==> src/rtl/mac_accum.sv <==
// Multiply-accumulate stage: registers 4x4 operand beats, multiplies them and sums each
// group of beats (closed by in_last) into one result word.
// Latency: a beat accepted at edge E0 is accumulated at E1; a last beat's result is valid from E1.
// Backpressure: non-last beats keep flowing while a result waits; a second last beat stalls in stage 1.
//
// Ports:
//   clk, rst_n                        - clock, synchronous active-low reset
//   in_valid/in_ready                 - operand beat handshake
//   in_a, in_b, in_last               - unsigned 4-bit operands, end-of-group flag
//   out_valid/out_ready               - result handshake
//   out_sum, out_count, out_ovf       - group sum (mod 2^ACC_W), saturating beat count, sticky carry-out

// 4x4 unsigned multiplier built as a carry-save (Wallace-style) tree.
// Latency: combinational.
// Backpressure: none.
module multiplier (
  input  logic [3:0] a,
  input  logic [3:0] b,
  output logic [7:0] p
);

  logic [7:0] r0, r1, r2, r3;
  logic [7:0] s1, c1, s2, c2;

  // Shifted partial-product rows.
  assign r0 = {4'b0000, a & {4{b[0]}}};
  assign r1 = {3'b000,  a & {4{b[1]}}, 1'b0};
  assign r2 = {2'b00,   a & {4{b[2]}}, 2'b00};
  assign r3 = {1'b0,    a & {4{b[3]}}, 3'b000};

  // Two levels of 3:2 compression, then one carry-propagate add. A carry shifted out of
  // bit 7 is harmless: the true product never exceeds 225, so the mod-256 sum is exact.
  assign s1 = r0 ^ r1 ^ r2;
  assign c1 = ((r0 & r1) | (r0 & r2) | (r1 & r2)) << 1;
  assign s2 = s1 ^ c1 ^ r3;
  assign c2 = ((s1 & c1) | (s1 & r3) | (c1 & r3)) << 1;
  assign p  = s2 + c2;

endmodule

module mac_accum #(
  parameter int ACC_W = 16,
  parameter int CNT_W = 4
) (
  input  logic             clk,
  input  logic             rst_n,
  input  logic             in_valid,
  output logic             in_ready,
  input  logic [3:0]       in_a,
  input  logic [3:0]       in_b,
  input  logic             in_last,
  output logic             out_valid,
  input  logic             out_ready,
  output logic [ACC_W-1:0] out_sum,
  output logic [CNT_W-1:0] out_count,
  output logic             out_ovf
);

  // Stage 1: operand register
  logic             s1_valid_q, s1_valid_d;
  logic [3:0]       s1_a_q, s1_a_d;
  logic [3:0]       s1_b_q, s1_b_d;
  logic             s1_last_q, s1_last_d;

  // Stage 2: running group state
  logic [ACC_W-1:0] acc_q, acc_d;
  logic [CNT_W-1:0] cnt_q, cnt_d;
  logic             ovf_q, ovf_d;

  // Output register
  logic             out_valid_q, out_valid_d;
  logic [ACC_W-1:0] out_sum_q, out_sum_d;
  logic [CNT_W-1:0] out_count_q, out_count_d;
  logic             out_ovf_q, out_ovf_d;

  logic [7:0]       prod;
  logic [ACC_W:0]   sum_ext;
  logic             carry;
  logic [CNT_W-1:0] cnt_inc;
  logic             s2_take;
  logic             in_take;
  logic             out_pop;

  multiplier u_mult (
    .a (s1_a_q),
    .b (s1_b_q),
    .p (prod)
  );

  // One extra bit on the adder exposes the carry out of the accumulator.
  assign sum_ext = {1'b0, acc_q} + (ACC_W+1)'(prod);
  assign carry   = sum_ext[ACC_W];
  assign cnt_inc = (cnt_q == {CNT_W{1'b1}}) ? cnt_q : cnt_q + CNT_W'(1);

  // Only a last beat needs the output register, so only it can stall stage 2.
  assign s2_take  = s1_valid_q && !(s1_last_q && out_valid_q && !out_ready);
  assign in_ready = !s1_valid_q || s2_take;
  assign in_take  = in_valid && in_ready;
  assign out_pop  = out_valid_q && out_ready;

  always_comb begin
    s1_valid_d  = s1_valid_q;
    s1_a_d      = s1_a_q;
    s1_b_d      = s1_b_q;
    s1_last_d   = s1_last_q;
    acc_d       = acc_q;
    cnt_d       = cnt_q;
    ovf_d       = ovf_q;
    out_valid_d = out_valid_q;
    out_sum_d   = out_sum_q;
    out_count_d = out_count_q;
    out_ovf_d   = out_ovf_q;

    if (in_take) begin
      s1_valid_d = 1'b1;
      s1_a_d     = in_a;
      s1_b_d     = in_b;
      s1_last_d  = in_last;
    end else if (s2_take) begin
      s1_valid_d = 1'b0;
    end

    if (out_pop) begin
      out_valid_d = 1'b0;
    end

    if (s2_take) begin
      if (s1_last_q) begin
        // Close the group; a load on the same edge as a pop overrides the clear.
        out_valid_d = 1'b1;
        out_sum_d   = sum_ext[ACC_W-1:0];
        out_count_d = cnt_inc;
        out_ovf_d   = ovf_q | carry;
        acc_d       = '0;
        cnt_d       = '0;
        ovf_d       = 1'b0;
      end else begin
        acc_d = sum_ext[ACC_W-1:0];
        cnt_d = cnt_inc;
        ovf_d = ovf_q | carry;
      end
    end
  end

  always_ff @(posedge clk) begin
    if (!rst_n) begin
      s1_valid_q  <= 1'b0;
      s1_a_q      <= '0;
      s1_b_q      <= '0;
      s1_last_q   <= 1'b0;
      acc_q       <= '0;
      cnt_q       <= '0;
      ovf_q       <= 1'b0;
      out_valid_q <= 1'b0;
      out_sum_q   <= '0;
      out_count_q <= '0;
      out_ovf_q   <= 1'b0;
    end else begin
      s1_valid_q  <= s1_valid_d;
      s1_a_q      <= s1_a_d;
      s1_b_q      <= s1_b_d;
      s1_last_q   <= s1_last_d;
      acc_q       <= acc_d;
      cnt_q       <= cnt_d;
      ovf_q       <= ovf_d;
      out_valid_q <= out_valid_d;
      out_sum_q   <= out_sum_d;
      out_count_q <= out_count_d;
      out_ovf_q   <= out_ovf_d;
    end
  end

  assign out_valid = out_valid_q;
  assign out_sum   = out_sum_q;
  assign out_count = out_count_q;
  assign out_ovf   = out_ovf_q;

endmodule
==> config.mk <==
export PLATFORM = sky130hd
export DESIGN_NAME = mac_accum
export DESIGN_NICKNAME = d
export VERILOG_FILES = /design/src/rtl/mac_accum.sv
export SDC_FILE = /design/constraint.sdc
export NUM_CORES = 1
export LEC_CHECK = 0
export CELL_PAD_IN_SITES_DETAIL_PLACEMENT = 0
export CELL_PAD_IN_SITES_GLOBAL_PLACEMENT = 1
export CORE_ASPECT_RATIO = 0.7
export CORE_UTILIZATION = 42
export DETAILED_ROUTE_END_ITERATION = 12
export PLACE_DENSITY = 0.89
export SLEW_MARGIN = 20
export SYNTH_ARGS = -nofsm -noshare
export SYNTH_HDL_FRONTEND = slang
export SYNTH_HIERARCHICAL = 1
export SYNTH_SLANG_ARGS = --single-unit
export TNS_END_PERCENT = 30
==> constraint.sdc <==
create_clock -name clk -period 4.2 [get_ports clk]
set_input_delay 0.63 -clock clk [delete_from_list [all_inputs] [get_ports clk]]
set_output_delay 0.63 -clock clk [all_outputs]
set_load 0.01 [all_outputs]
==> results of run 1 <==
-- cell families (layout without fill, tap and decap cells) --
group / Yosys count / in the layout
and+or+nand+nor: 141 / 141
AOI/OAI and AO/OA: 103 / 103
muxes: 2 / 2
xor gates and xnor gates: 15 / 15
DFF: 53 / 53
buffers and inverters: 29 / 62
adders and majority gates: 23 / 23
-- where the power goes --
part           internal (mW)  switching (mW)  leakage (nW)
clock network          0.121           0.185        0.0447
logic                 0.0394          0.0535         0.941
registers              0.514          0.0142         0.430
total                  0.674           0.253          1.42
-- layout make-up --
type | count | share of cell area [%]
clock inverters | 3 | 0.701
flip-flops and latches | 53 | 29.7
inverters | 12 | 1.26
multi-input cells | 284 | 51.8
well taps | 94 | 3.29
repair buffers | 42 | 11.3
clock buffers | 5 | 1.93
-- repair_timing --
action / 4_1_cts / 5_1_grt
hold endpoints to repair: 0 / 0
endpoints found under the setup margin: 0 / 2
setup buffers: 0 / 0
resized for setup: 0 / 1
-- metrics by stage --
stage	total power [mW]	cells	util [%]	worst slack, ns	hold slack, ns
2_1_floorplan	0.590	366	-	0.417	0.436
3_3_place_gp	0.629	485	50.5	0.339	0.443
3_5_place_dp	0.631	485	50.5	0.273	0.443
4_1_cts	0.938	493	51.9	0.212	0.460
5_1_grt	0.971	493	51.9	0.000437	0.476
6_report	0.927	493	51.9	0.200	0.456
-- flip-flops by register name, indices dropped and copies added, names as in the netlist, 4 cells and up --
register / flops
acc_q: 16
out_sum: 16
cnt_q: 4
out_count: 4
s1_a_q: 4
s1_b_q: 4
-- cells in the final DEF, fill, tap and decap left out, types with 4 or more instances in the layout --
cell,Yosys,final
a211oi_1,8,8
o21ai_0,17,17
buf_4,0,7
dfxtp_1,53,52
nand3_1,22,22
a21oi_1,39,39
nor2b_1,4,4
ha_1,16,16
nand2_1,53,53
and2_1,11,11
a21o_1,6,6
or4_1,4,4
or3_1,5,5
a22oi_1,5,5
fa_1,7,7
nor2_1,24,24
xnor2_1,12,12
inv_1,10,10
clkdlybuf4s50_1,0,35
clkbuf_8,0,5
and3_1,4,4
-- per-layer routing --
metal / up-vias / track usage, % / wire length (um)
li1: 1369 / - / -
met1: 1267 / 30.7 / 3860
met2: 81 / 30.5 / 3160
met3: 7 / 2.95 / 382
met4: 0 / 4.83 / 53
met5: - / 0 / 0
-- worst max-delay path, stage by stage (launching register included) --
cell and delay (ns):
dfxtp_1 0.40, nand2_1 0.10, fa_1 0.54, inv_1 0.05, fa_1 0.43, ha_1 0.30, a21o_1 0.19, a21oi_2 0.15
xnor2_1 0.13, ha_1 0.31, a211oi_1 0.28, nand2_1 0.14, o21ai_0 0.31, mux2_2 0.37, a32o_1 0.20
-- final timing paths --
check / startpoint / cells past startpoint / slack [ns] / end
worst min register to register: out_count[2]$_SDFFE_PN0P_ / 2 / 0.46 / out_count[2]$_SDFFE_PN0P_
worst max register to register: s1_b_q[0]$_SDFFE_PN0P_ / 14 / 0.20 / acc_q[10]$_SDFFE_PN0P_
worst min-delay path: out_count[2]$_SDFFE_PN0P_ / 2 / 0.46 / out_count[2]$_SDFFE_PN0P_
worst max-delay path: s1_b_q[0]$_SDFFE_PN0P_ / 14 / 0.20 / acc_q[10]$_SDFFE_PN0P_
==> summary.md, run 1 <==
| Metric | Value |
|---|---|
| Placer Congestion | between 0.8 and 0.9 |
| Mapped Nets | approximately 400 |
| Post-Synth XOR/XNOR Area | under 10% |
| Worst Tran Pin Value | about 0.76 ns |
| Synth Instances | about 370 |
| Period utilisation layout | 95.2% |
| Row count | 25 |
| Vias in the first global route | approximately 2400 |
| First-pass GRT wire length | roughly 12000 um |
| Inserted Clock Buffers | 5 |
| Setup_tns | 0 ns |
| Synth area leader | dfxtp_1 |
| EDFF count, synth | 0 |
| Largest net degree at the start of global routing | 28 |
| DIE AREA | 7570 sq um |
| #FFs+latches synth | 53 |
| Final hold vios | 0 |
| Synth async-reset ratio | 0% |
| WS Path Type | flip-flop to flip-flop |
| Via/cell ratio | about 5.5 |
| Post-synth top flop | dfxtp_1 |
| Adder-Cell Fraction of Synth Area | ~11% |
| Maximum clock rate | ~250 MHz |
| Antenna diode count | 0 |
| Synth warn | 6 |
| Nets@finish | ~430 |
| Root Buffer | clkbuf_8 |
| Mux share of post-synthesis cell area | 0.701% |
| Detailed placement HPWL | 5480 um |
| Largest family of logic cells by synthesized area | compound AO/OA/AOI/OAI gates |
| Area share of the largest cell type after synthesis | 35.0% |
| 1st-pass router iterations | 4 |
| Hold buffers post-CTS | 0 |
| Clock Latency Late Sink | 0.32 ns |
| Outcome | completed |
| Layout cell share with drive strength beyond 1 | under 10% |
| Post-synthesis sequential area ratio | around a third |
| Placed Area | approximately 3500 sq um |
| Worst endpoint required time | ~4.4 ns |
| Routed wire length per instance | ~15 um |
| H-tree levels | 2 |
| Post-synth top cells | dfxtp_1 (53), nand2_1 (53), a21oi_1 (39) |
| Arr. time, crit path | between 4 and 5 ns |
| Max FO, Critical Path | 6 |
| Pins over their slew limit | 0 |
| Worst-case clock skew | about 0.011 ns |
| Headroom to the max-slew limit | about half |
| Die Y | 73.1 um |
| I/O pin count | 36 |
| Area Overhead vs Synth | 17.7% |
| Leakage dissipation | approximately 1.4 nW |
| CTS clk-pin slew, worst paths | ~0.11 ns |
| Pwr/cell area | between 200 and 300 nW/um^2 |
| DRT antenna net count | 0 |
| Clock buffer depth | 2 |
| FF+latch area | ~1100 sq um |
| Minimum clock period | 4.00 ns |
| Filler cell count | approximately 670 |
| Starting density of the core | 44.1% |
| Die W | roughly 100 um |
| Design area | 3570 sq um |
| Tot GR Track Use | approximately a fifth |
| Worst VDD drop | between 0.0001 and 0.00015 V |
| Worst min-delay path class | flip-flop to flip-flop |
| Clk sinks | between 50 and 60 |
| Cell Area, Synth | a little over 3000 sq um |
| Routed wire length | roughly 7400 um |
| Critical Path End Type | flip-flop |
| Core Area | ~7000 sq um |
| Unrepaired setup endpoints after global routing | false |
| Simple-gate share of the synthesized area | 22.3% |
| DRC violations left | 0 |
| Initial antenna violation count | 0 |
| Synth Area in Compound Gates | between 20 and 25% |
| Max Cap Violations | 0 |
| Post-synthesis average cell area | a little over 8 sq um |
| Multi-input logic area | between 1500 and 2000 sq um |
| IO Port Bufs | 35 |
| Final Setup Violations | 0 |
| Synth top area cells | dfxtp_1 (35%), ha_1 (6.6%), nand2_1 (6.6%) |
| Distinct cells, synth | 54 |
| DR iter-0 viols | 148 |
| Via Count | approximately 2700 |
| CTS tree | done |
| Crit path launch type | flip-flop |
| Total grt overflow | 0 |
No activity file was read; power rests on OpenSTA's default activity.
==> inputs of run 2 (changes only) <==
CORE_UTILIZATION = 38   (was 42)
PLACE_DENSITY = 0.85   (was 0.89)
clock period = 3.2 ns   (was 4.2 ns; I/O delays follow)
==> summary.md, run 2 (synthesis results as in run 1) <==
| Metric | Value |
|---|---|
| Outcome | complete, but fails checks |
| Violated checks | negative setup slack |
| Total grt overflow | 0 |
| DR iter-0 viols | roughly 200 |
| Worst r2r dst | out_sum[11]$_SDFFE_PN0P_ |
| Placement Setup Slack | -0.618 ns |
| Die Y | roughly 77 um |
| Reg2reg path depth | 17 |
| Crit path max-delay family | adder cells |
| Leakage dissipation | 1.69 nW |
| Detailed placement HPWL | 6120 um |
| Vias in the first global route | between 2000 and 3000 |
| Headroom to the max-slew limit | 51.7% |
| Pwr/cell area | 333 nW/um^2 |
| Max Cap Violations | 0 |
| Final WS setup | -0.458 ns |
| Area Overhead vs Synth | 38.1% |
| Finished Core Util | a little under three fifths |
| 1st-pass router iterations | 7 |
| Initial antenna violation count | 0 |
| Die W | roughly 110 um |
| Crit path from | s1_a_q[3]$_SDFFE_PN0P_ |
| Final hold vios | 0 |
| Core Area | 7510 sq um |
| DRC violations left | 0 |
| Worst VDD drop | ~0.00016 V |
| Most frequent cells in the layout | nand2_1 (49), dfxtp_1 (48), buf_4 (46) |
| RR Startpoint | s1_a_q[3]$_SDFFE_PN0P_ |
| CP bufs+invs | 3 |
| Inserted Clock Buffers | 5 |
| Routed wire length per instance | 15.5 um |
| I/O pin count | 36 |
| Maximum clock rate | approximately 270 MHz |
| Period utilisation layout | 114% |
| Layout cell share with drive strength beyond 1 | about a quarter |
| Routed wire length | roughly 8400 um |
| Unrepaired setup endpoints after global routing | true |
| Via Count | approximately 3000 |
| IO Port Bufs | 35 |
| Starting density of the core | 40.4% |
| Nets@finish | around 480 |
| CTS clk-pin slew, worst paths | 0.07 ns |
| Root Buffer | clkbuf_16 |
| CP Capture Point | out_sum[11]$_SDFFE_PN0P_ |
| Worst-case clock skew | approximately 0.0062 ns |
| Row count | 26 |
| Critical Path End Type | flip-flop |
| Most frequent CP cell | fa_1 |
| Crit path launch type | flip-flop |
| H-tree levels | 2 |
| CTS tree | done |
| Max FO, Critical Path | 5 |
| Levels on crit path | 17 |
| Minimum clock period | 3.66 ns |
| Crit path cell chain | nand2_2 -> fa_1 -> inv_1 -> fa_1 -> ha_2 -> inv_2 -> fa_2 -> nor2b_1 -> o21ai_1 -> nand2b_1 -> ha_4 -> and3_4 -> a221oi_4 -> buf_6 -> a21oi_2 -> xnor2_1 -> a211oi_1 |
| Flop-to-flop setup slack | -0.46 ns |
| Largest net degree at the start of global routing | 25 |
| Worst Tran Pin Value | between 0.7 and 0.8 ns |
| Slowest CP cell | fa_1 |
| Clk sinks | 53 |
| Tot GR Track Use | a little over a fifth |
| Via/cell ratio | 5.50 |
| Arr. time, crit path | ~3.9 ns |
| WS Path Type | flip-flop to flip-flop |
| Placer Congestion | between 0.9 and 1 |
| Final Setup Violations | 24 |
| DIE AREA | around 8400 sq um |
| Setup_tns | -8.21 ns |
| Clock buffer depth | 2 |
| Commonest non-fill, non-tap cell in the layout | nand2_1 |
| First-pass GRT wire length | about 14000 um |
| DRT antenna net count | 0 |
| Worst endpoint required time | ~3.4 ns |
| Antenna diode count | 0 |
| Pins over their slew limit | 0 |
| Worst min-delay path class | flip-flop to flip-flop |
| Clock Latency Late Sink | roughly 0.30 ns |
| Worst path max stage delay | 0.54 ns |
run 2: cell types whose count changed in the layout (fill, tap and decap cells not counted), moves of 5 or more:
cell	before	now
buf_4	7	46
clkbuf_16	0	5
a21oi_1	39	32
o21ai_0	17	11
a21oi_2	2	9
clkbuf_8	5	0
run 2: how the worst min path moves through the flow:
| stage | start | end | cells after the start |
|---|---|---|---|
| after floorplan | acc_q[0]$_SDFFE_PN0P_ | acc_q[0]$_SDFFE_PN0P_ | 2 |
| after global placement | out_count[0]$_SDFFE_PN0P_ | out_count[0]$_SDFFE_PN0P_ | 2 |
| after detailed placement | out_count[2]$_SDFFE_PN0P_ | out_count[2]$_SDFFE_PN0P_ | 2 |
| after CTS | out_count[2]$_SDFFE_PN0P_ | out_count[2]$_SDFFE_PN0P_ | 2 |
| after global routing | out_count[2]$_SDFFE_PN0P_ | out_count[2]$_SDFFE_PN0P_ | 2 |
| final | out_count[2]$_SDFFE_PN0P_ | out_count[2]$_SDFFE_PN0P_ | 2 |
run 2: layout make-up:
cell class                      instances  area [sq um]
Timing Repair Buffer                   84           738
Clock inverter                          2          15.0
Tap cell                               98           123
Clock buffer                            6           129
Multi-Input combinational cell        284          2070
Fill cell                             652          3320
Inverter                               12          45.0
Sequential cell                        53          1070
run 2: power by group:
part / switching (mW) / internal, mW / total, mW
sequential: 0.0149 / 0.675 / 0.690
combinational: 0.0855 / 0.0747 / 0.160
clock: 0.256 / 0.291 / 0.547
total: 0.356 / 1.04 / 1.40
run 2: routing by layer:
metal	up-vias	track usage [%]	wire length [um]
met5	-	0	0
met4	0	6.08	84
met3	8	3.57	457
met2	77	30.5	3660
met1	1425	32.1	4170
li1	1456	-	-
run 2: repair_timing:
item / CTS / global route
buffers inserted: 10 / 1
resized for setup: 28 / 11
hold buffers: 0 / 0
setup endpoints to repair: 26 / 26
pin swaps: 31 / 14
run 2: worst register-to-register path, delay by kind of cell (launching register included):
kind	cells	cell delay, ns
AOI/OAI and AO/OA	4	0.60
xor gates and xnor gates	1	0.13
adders and majority gates	5	1.77
buffers and inverters	3	0.25
DFF	1	0.33
and+or+nand+nor	4	0.51
run 2: through the flow:
stage	instance area (sq um)	power, mW	instances	hold WS, ns
floorplan	3070	0.776	366	0.436
global placement	3770	0.847	520	0.438
CTS	4130	1.40	538	0.457
detailed placement	3770	0.850	520	0.448
global route	4190	1.45	539	0.481
finish	4190	1.40	539	0.455
==> inputs of run 3 (changes only) <==
GPL_TIMING_DRIVEN = 0   (was unset)
==> summary.md, run 3 (synthesis results as in run 1) <==
| Metric | Value |
|---|---|
| Outcome | complete, but fails checks |
| Violated checks | negative setup slack |
| Final Setup Violations | 24 |
| Min Hold Slack | about 0.45 ns |
| Leakage dissipation | ~1.5 nW |
| Slowest CP cell | fa_1 |
| Placer Congestion | 0.853 |
| DRT antenna net count | 0 |
| RR Startpoint | s1_a_q[1]$_SDFFE_PN0P_ |
| Minimum clock period | between 3 and 4 ns |
| H-tree levels | 2 |
| Final hold vios | 0 |
| Clock Latency Late Sink | slightly above 0.3 ns |
| Layout cell share with drive strength beyond 1 | around 16% |
| Worst path max stage delay | 0.54 ns |
| Worst-case clock skew | just under 0.008 ns |
| Setup_tns | -9.82 ns |
| Total grt overflow | 0 |
| Die W | about 110 um |
| Inserted Clock Buffers | 5 |
| Most frequent CP cell | fa_1 |
| Hold Crit Start | out_count[0]$_SDFFE_PN0P_ |
| First-pass GRT wire length | 13800 um |
| Dpl cells | roughly 500 |
| FF+latch area | 1080 sq um |
| DR iter-0 viols | around 240 |
| IO Port Bufs | 35 |
| Maximum clock rate | roughly 260 MHz |
| Initial antenna violation count | 0 |
| Via Count | between 2000 and 3000 |
| CTS tree | done |
| Vias in the first global route | between 2000 and 3000 |
| Crit path launch type | flip-flop |
| Pins over their slew limit | 0 |
| Tot GR Track Use | 22.0% |
| Die Y | 76.8 um |
| Max Cap Violations | 0 |
| DIE AREA | between 8000 and 9000 sq um |
| Nets@finish | roughly 460 |
| I/O pin count | 36 |
| Worst Tran Pin Value | between 0.8 and 0.9 ns |
| Finished Core Util | 52.2% |
| Worst VDD drop | roughly 0.00018 V |
| Worst min-delay path class | flip-flop to flip-flop |
| Largest net degree at the start of global routing | 17 |
| Row count | 26 |
| Crit path from | s1_a_q[1]$_SDFFE_PN0P_ |
| Pwr/cell area | 357 nW/um^2 |
| Period utilisation layout | 118% |
| Area Overhead vs Synth | 29.3% |
| Routed wire length per instance | about 17 um |
| Arr. time, crit path | 3.94 ns |
| Worst endpoint required time | between 3 and 4 ns |
| Fin cells | 522 |
| Multi-input logic area | between 1500 and 2000 sq um |
| Filler cell count | around 730 |
| Clk sinks | 53 |
| DRC violations left | 0 |
| Routed wire length | 8920 um |
| CTS clk-pin slew, worst paths | approximately 0.080 ns |
| Starting density of the core | roughly 40% |
| Crit path cell chain | nand2_2 -> fa_1 -> inv_1 -> fa_1 -> ha_2 -> inv_2 -> fa_2 -> nor2b_1 -> o21ai_1 -> nand2b_1 -> ha_4 -> and3_4 -> a221oi_4 -> buf_6 -> a21oi_2 -> xnor2_1 -> a211oi_1 |
| Detailed placement HPWL | a little over 6000 um |
| Critical Path End Type | flip-flop |
| Most frequent cells in the layout | nand2_1 (49), dfxtp_1 (47), a21oi_1 (36) |
| Clock buffer depth | 2 |
| 1st-pass router iterations | 5 |
| Commonest non-fill, non-tap cell in the layout | nand2_1 |
| Via/cell ratio | roughly 5.7 |
| Power Total | 1.40 mW |
| Root Buffer | clkbuf_16 |
| Headroom to the max-slew limit | 43.9% |
| Max FO, Critical Path | 3 |
| Unrepaired setup endpoints after global routing | true |
| WS Path Type | flip-flop to flip-flop |
| Antenna diode count | 0 |
| Final WS setup | -0.578 ns |
| Core Area | ~7500 sq um |
-- run 3: changes by cell type in the layout (fill, tap and decap cells not counted), sizes merged --
cell / change
buf: -26
clkbuf: +9
-- run 3: metrics by stage --
stage	cell area, sq um	setup slack [ns]
after global placement	3550	-0.785
after global routing	3920	-0.752
after detailed placement	3550	-0.813
after floorplan	3070	-0.404
final	3920	-0.578
after CTS	3810	-0.714
-- run 3: worst paths after layout --
| path | endpoint | slack [ns] | cells past startpoint |
|---|---|---|---|
| worst min-delay path | out_count[0]$_SDFFE_PN0P_ | 0.45 | 2 |
| worst max-delay path | out_sum[13]$_SDFFE_PN0P_ | -0.58 | 17 |
| worst max register to register | out_sum[13]$_SDFFE_PN0P_ | -0.58 | 17 |
| worst min register to register | out_count[0]$_SDFFE_PN0P_ | 0.45 | 2 |
-- run 3: repair_timing --
item                                    CTS  global route
setup buffers                            10             6
pin swaps                                13            11
endpoints found under the setup margin   25            24
hold buffers                              0             0
resized for setup                        14            17
-- run 3: layout make-up --
type,instances,area share [%]
multi-input combinational,284,50.7
sequential,53,27.4
timing repair buffer,51,12.2
clock buffer,6,3.29
tap,98,3.13
buffer,16,1.72
inverter,12,1.15
clock inverter,2,0.383
-- run 3: where the power goes --
group	internal (mW)	leakage, nW	switching [mW]	total (mW)
clock network	0.291	0.0631	0.270	0.562
registers	0.673	0.433	0.0139	0.687
logic	0.0630	1.05	0.0896	0.153
total	1.03	1.55	0.374	1.40
-- run 3: routing by layer --
layer / global-route usage [%] / up-vias / wire (um)
met2: 30.4 / 102 / 3710
met3: 5.10 / 12 / 631
li1: - / 1429 / -
met1: 33.2 / 1410 / 4450
met5: 0 / - / 0
met4: 6.22 / 0 / 127
-- run 3: worst max-delay path, delay by kind of cell (launching register included) --
kind / cells / cell delay [ns]
compound gates: 4 / 0.53
xor+xnor: 1 / 0.20
fa+ha+maj: 5 / 1.79
buf+inv: 3 / 0.25
flops: 1 / 0.35
simple gates: 4 / 0.52
==> RTL edit 1: new RTL, config.mk and constraints of run 1 <==
`out_sum_q` no longer has a reset.
--- a/src/rtl/mac_accum.sv
+++ b/src/rtl/mac_accum.sv
@@ -154,3 +154,2 @@
       out_valid_q <= 1'b0;
-      out_sum_q   <= '0;
       out_count_q <= '0;
@@ -166,3 +165,2 @@
       out_valid_q <= out_valid_d;
-      out_sum_q   <= out_sum_d;
       out_count_q <= out_count_d;
@@ -170,2 +168,6 @@
     end
+  end
+
+  always_ff @(posedge clk) begin
+    out_sum_q <= out_sum_d;
   end
Formal check against the unedited RTL: differs if rst_n is asserted again (counterexample within 4 cycles, from zero or initial values and one cycle with rst_n low); with rst_n held inactive, the same outputs for 4 cycles.
==> RTL edit 1 against run 1 <==
Critical endpoint is now out_sum[14]; power increased by 0.21%; routed wire length shrank 20%; critical path depth unchanged; worst setup slack improved by 17 ps; first-iteration DRC count decreased by 60%; sequential cell count unchanged; final area is 5.6% lower; synthesized area shrank 7.1%; global-route usage down 2.8 points.
==> RTL edit 1: results <==
[power_and_ir_drop]
p_sw_uw = 238
max-vdd-ir-drop_v = 0.000152
clock_power_uw = 300
powerSeq_uw = 548
p_int_uw = 691
p_leak_uw = 0.00144

[drt]
dr_wl_met3_um = 333
drt-met1-wl_mm = 3.20
wire_per_inst_um = 13.7
routed.top_layer = "met4"
wl_met2_mm = 2.37
drt-initial-drc-count = 59
vias_per_cell = 5.23

[worst_setup_path]
worstPathArrival_ps = 4050
slowest_stage = "fa_1"
critPathMaxFanout = 5
critPathMaxStageDelay_ps = 530

[layout]
antenna_cells = 0
final_layout_size_suffix_gt1_frac = 0.0673
fin_nets = 377

[cts]
clockBufferDepth = 2
clk_pin_slew_ps = 100
h-tree-depth = 2
cts-root-buf = "clkbuf_8"
postCtsSetupBuffers = 0
tritoncts.num_buffers = 5

[place]
port_buffers = 35
hpwl_mm = 4.38
postPlaceCellArea_um2 = 3260
gp_congestion = 0.849

[global_routing]
use_met3 = 0.0336
met2_usage = 0.251
grt_max_degree = 26
grt_pass1_wl_mm = 9.76
use_met1 = 0.272
track_usage = 0.176
grt_pass1_vias = 2048

[synthesis]
synth_area_leaders = "dfxtp_1 (26%), edfxtp_1 (17%), ha_1 (7.1%)"
synth_common_cells = "dfxtp_1 (37), nand2_1 (34), a21oi_1 (26)"
synth_cell_type_count = 42
synth-edff-count = 16
synth_ff_type = "dfxtp_1"
synth_fp_nets = 339
ys_seq_area_frac = 0.433

[sta]
skew_ps = 8.62
tightest_slew_ps = 860

[run_status]
status = "completed"
RTL edit 1: changes by cell type in the layout (fill, tap and decap cells not counted), moves of 7 or more:
cell / delta
a21oi_1: -13
dfxtp_1: -19
edfxtp_1: +16
nand2_1: -19
o21ai_0: -11
o21ai_1: +7
RTL edit 1: layout make-up:
type	instances	area, um^2
inverter	16	60.1
multi-input combinational	227	1510
clock inverter	3	21.3
tap	91	114
sequential	53	1230
clock buffer	5	68.8
timing repair buffer	38	373
fill	611	2990
RTL edit 1: worst max-delay path, delay by kind of cell (launching register included):
kind,cells,cell delay [ps]
AO/OA/AOI/OAI,2,580
AND/OR/NAND/NOR,3,410
XOR/XNOR,2,290
adder cells (fa/ha/maj),5,1930
flip-flops,1,410
buffers and inverters,2,120
RTL edit 1: final timing paths:
kind	from	to	slack, ps	cells past startpoint
max	s1_b_q[2]	out_sum[14]	220	14
max reg2reg	s1_b_q[2]	out_sum[14]	220	14
min	out_count[2]	out_count[2]	460	2
min reg2reg	out_count[2]	out_count[2]	460	2
RTL edit 1: through the flow:
| step | cells | hold slack (ps) | util | setup slack (ps) |
|---|---|---|---|---|
| 2_1_floorplan | 303 | 436 | - | 419 |
| 4_1_cts | 431 | 467 | 0.527 | 149 |
| 3_3_place_gp | 423 | 445 | 0.512 | 296 |
| 5_1_grt | 433 | 497 | 0.530 | 6.80 |
| 3_5_place_dp | 423 | 450 | 0.512 | 192 |
| 6_report | 433 | 460 | 0.530 | 216 |
RTL edit 1: cell families after synthesis:
group | synth area share
multiplexers | 0.0111
buffers and inverters | 0.0311
AND/OR/NAND/NOR | 0.195
AO/OA/AOI/OAI | 0.159
XOR/XNOR | 0.0497
adder cells (fa/ha/maj) | 0.121
flip-flops | 0.433
==> RTL edit 2: new RTL, settings of run 1 <==
Without the edit above. The parameter `CNT_W` goes from 4 to 3.
--- a/src/rtl/mac_accum.sv
+++ b/src/rtl/mac_accum.sv
@@ -42,3 +42,3 @@
   parameter int ACC_W = 16,
-  parameter int CNT_W = 4
+  parameter int CNT_W = 3
 ) (
Interface: changed (resized out_count); port bits go from 36 to 35. No check against the original RTL was run, so the function may have changed too.
==> RTL edit 2 against run 1 <==
Sequential cell count shrank 2; power is 4.6% higher; synthesized area grew 1.4%; global-route usage shrank 1.3 points; routed wire length shrank 5.0%; sequential share of layout area is 1.2 points lower; worst setup slack better by 42 ps; largest cell class unchanged; final area up 0.21%.
==> RTL edit 2: results <==
[place]
place_inst = 477
gp_congestion = 0.803
postPlaceCellArea_um2 = 3440
dpl_worst_slack_ps = 229
port_buffers = 34

[global_routing]
use_met1 = 0.287
grt_pass1_vias = 2395
track_usage = 0.191
met2_usage = 0.283
grt_pass1_wl_mm = 11.8

[power_and_ir_drop]
p_leak_uw = 0.00137

[synthesis]
ys_seq_area_frac = 0.332
synth_cell_type_count = 61

[sta]
slew_headroom = 0.453

[worst_hold_path]
worstHoldStart = "out_sum[5]"

[drt]
dr_wl_met3_um = 227
vias = 2663
wl_met2_mm = 3.06
drt-initial-drc-count = 99
routed.top_layer = "met3"
wire_per_inst_um = 14.6
drt-met1-wl_mm = 3.79
drt-total-wl_mm = 7.08

[layout]
fillerInstances = 642
final_layout_size_suffix_gt1_frac = 0.0818

[worst_setup_path]
critPathMaxFanout = 10
worstPathArrival_ps = 4160
worstRegToRegCells = 16

[run_status]
status = "completed"

[cts]
worstSkewPairLatency_ps = 300
## RTL edit 2: layout make-up
cell class,instances,share of cell area
sequential,51,0.285
timing repair buffer,37,0.101
multi-input combinational,281,0.532
inverter,14,0.0147
clock buffer,6,0.0231
tap,94,0.0329
clock inverter,2,0.0108
## RTL edit 2: through the flow
step           hold WS, ps   util
2_1_floorplan          432      -
3_3_place_gp           454  0.498
3_5_place_dp           451  0.498
4_1_cts                475  0.516
5_1_grt                488  0.518
6_report               468  0.518
## RTL edit 2: worst max path at each step
stage | start | to | slack, ps | cells past startpoint
after global placement | s1_b_q[0] | acc_q[13] | 320 | 16
final | s1_b_q[0] | acc_q[13] | 240 | 16
after global routing | s1_b_q[0] | out_ovf | 5 | 14
after detailed placement | s1_b_q[0] | acc_q[13] | 230 | 16
after CTS | s1_b_q[0] | acc_q[13] | 220 | 14
after floorplan | s1_b_q[0] | acc_q[13] | 540 | 14
## RTL edit 2: kinds of logic after synthesis
logic type / share of synthesized area
AOI/OAI and AO/OA: 0.249
muxes: 0.00325
xor gates and xnor gates: 0.0256
and+or+nand+nor: 0.226
DFF: 0.332
adders and majority gates: 0.111
buffers and inverters: 0.0541
## RTL edit 2: timing repair
item | 4_1_cts | 5_1_grt
setup endpoints to repair | 0 | 4
hold buffers | 0 | 0
setup buffers | 0 | 0
gates resized for setup | 0 | 4
## RTL edit 2: power by group
part / leakage (uW) / internal (uW) / switching (uW)
combinational: 0.000891 / 42.1 / 50.5
sequential: 0.000414 / 495 / 12.0
clock: 0.0000618 / 196 / 174
## RTL edit 2: critical path, delay by kind of cell, from the launching register on
family | cells | cell delay (ps)
buffers and inverters | 2 | 110
AOI/OAI and AO/OA | 4 | 820
and+or+nand+nor | 5 | 620
adders and majority gates | 5 | 1890
DFF | 1 | 410
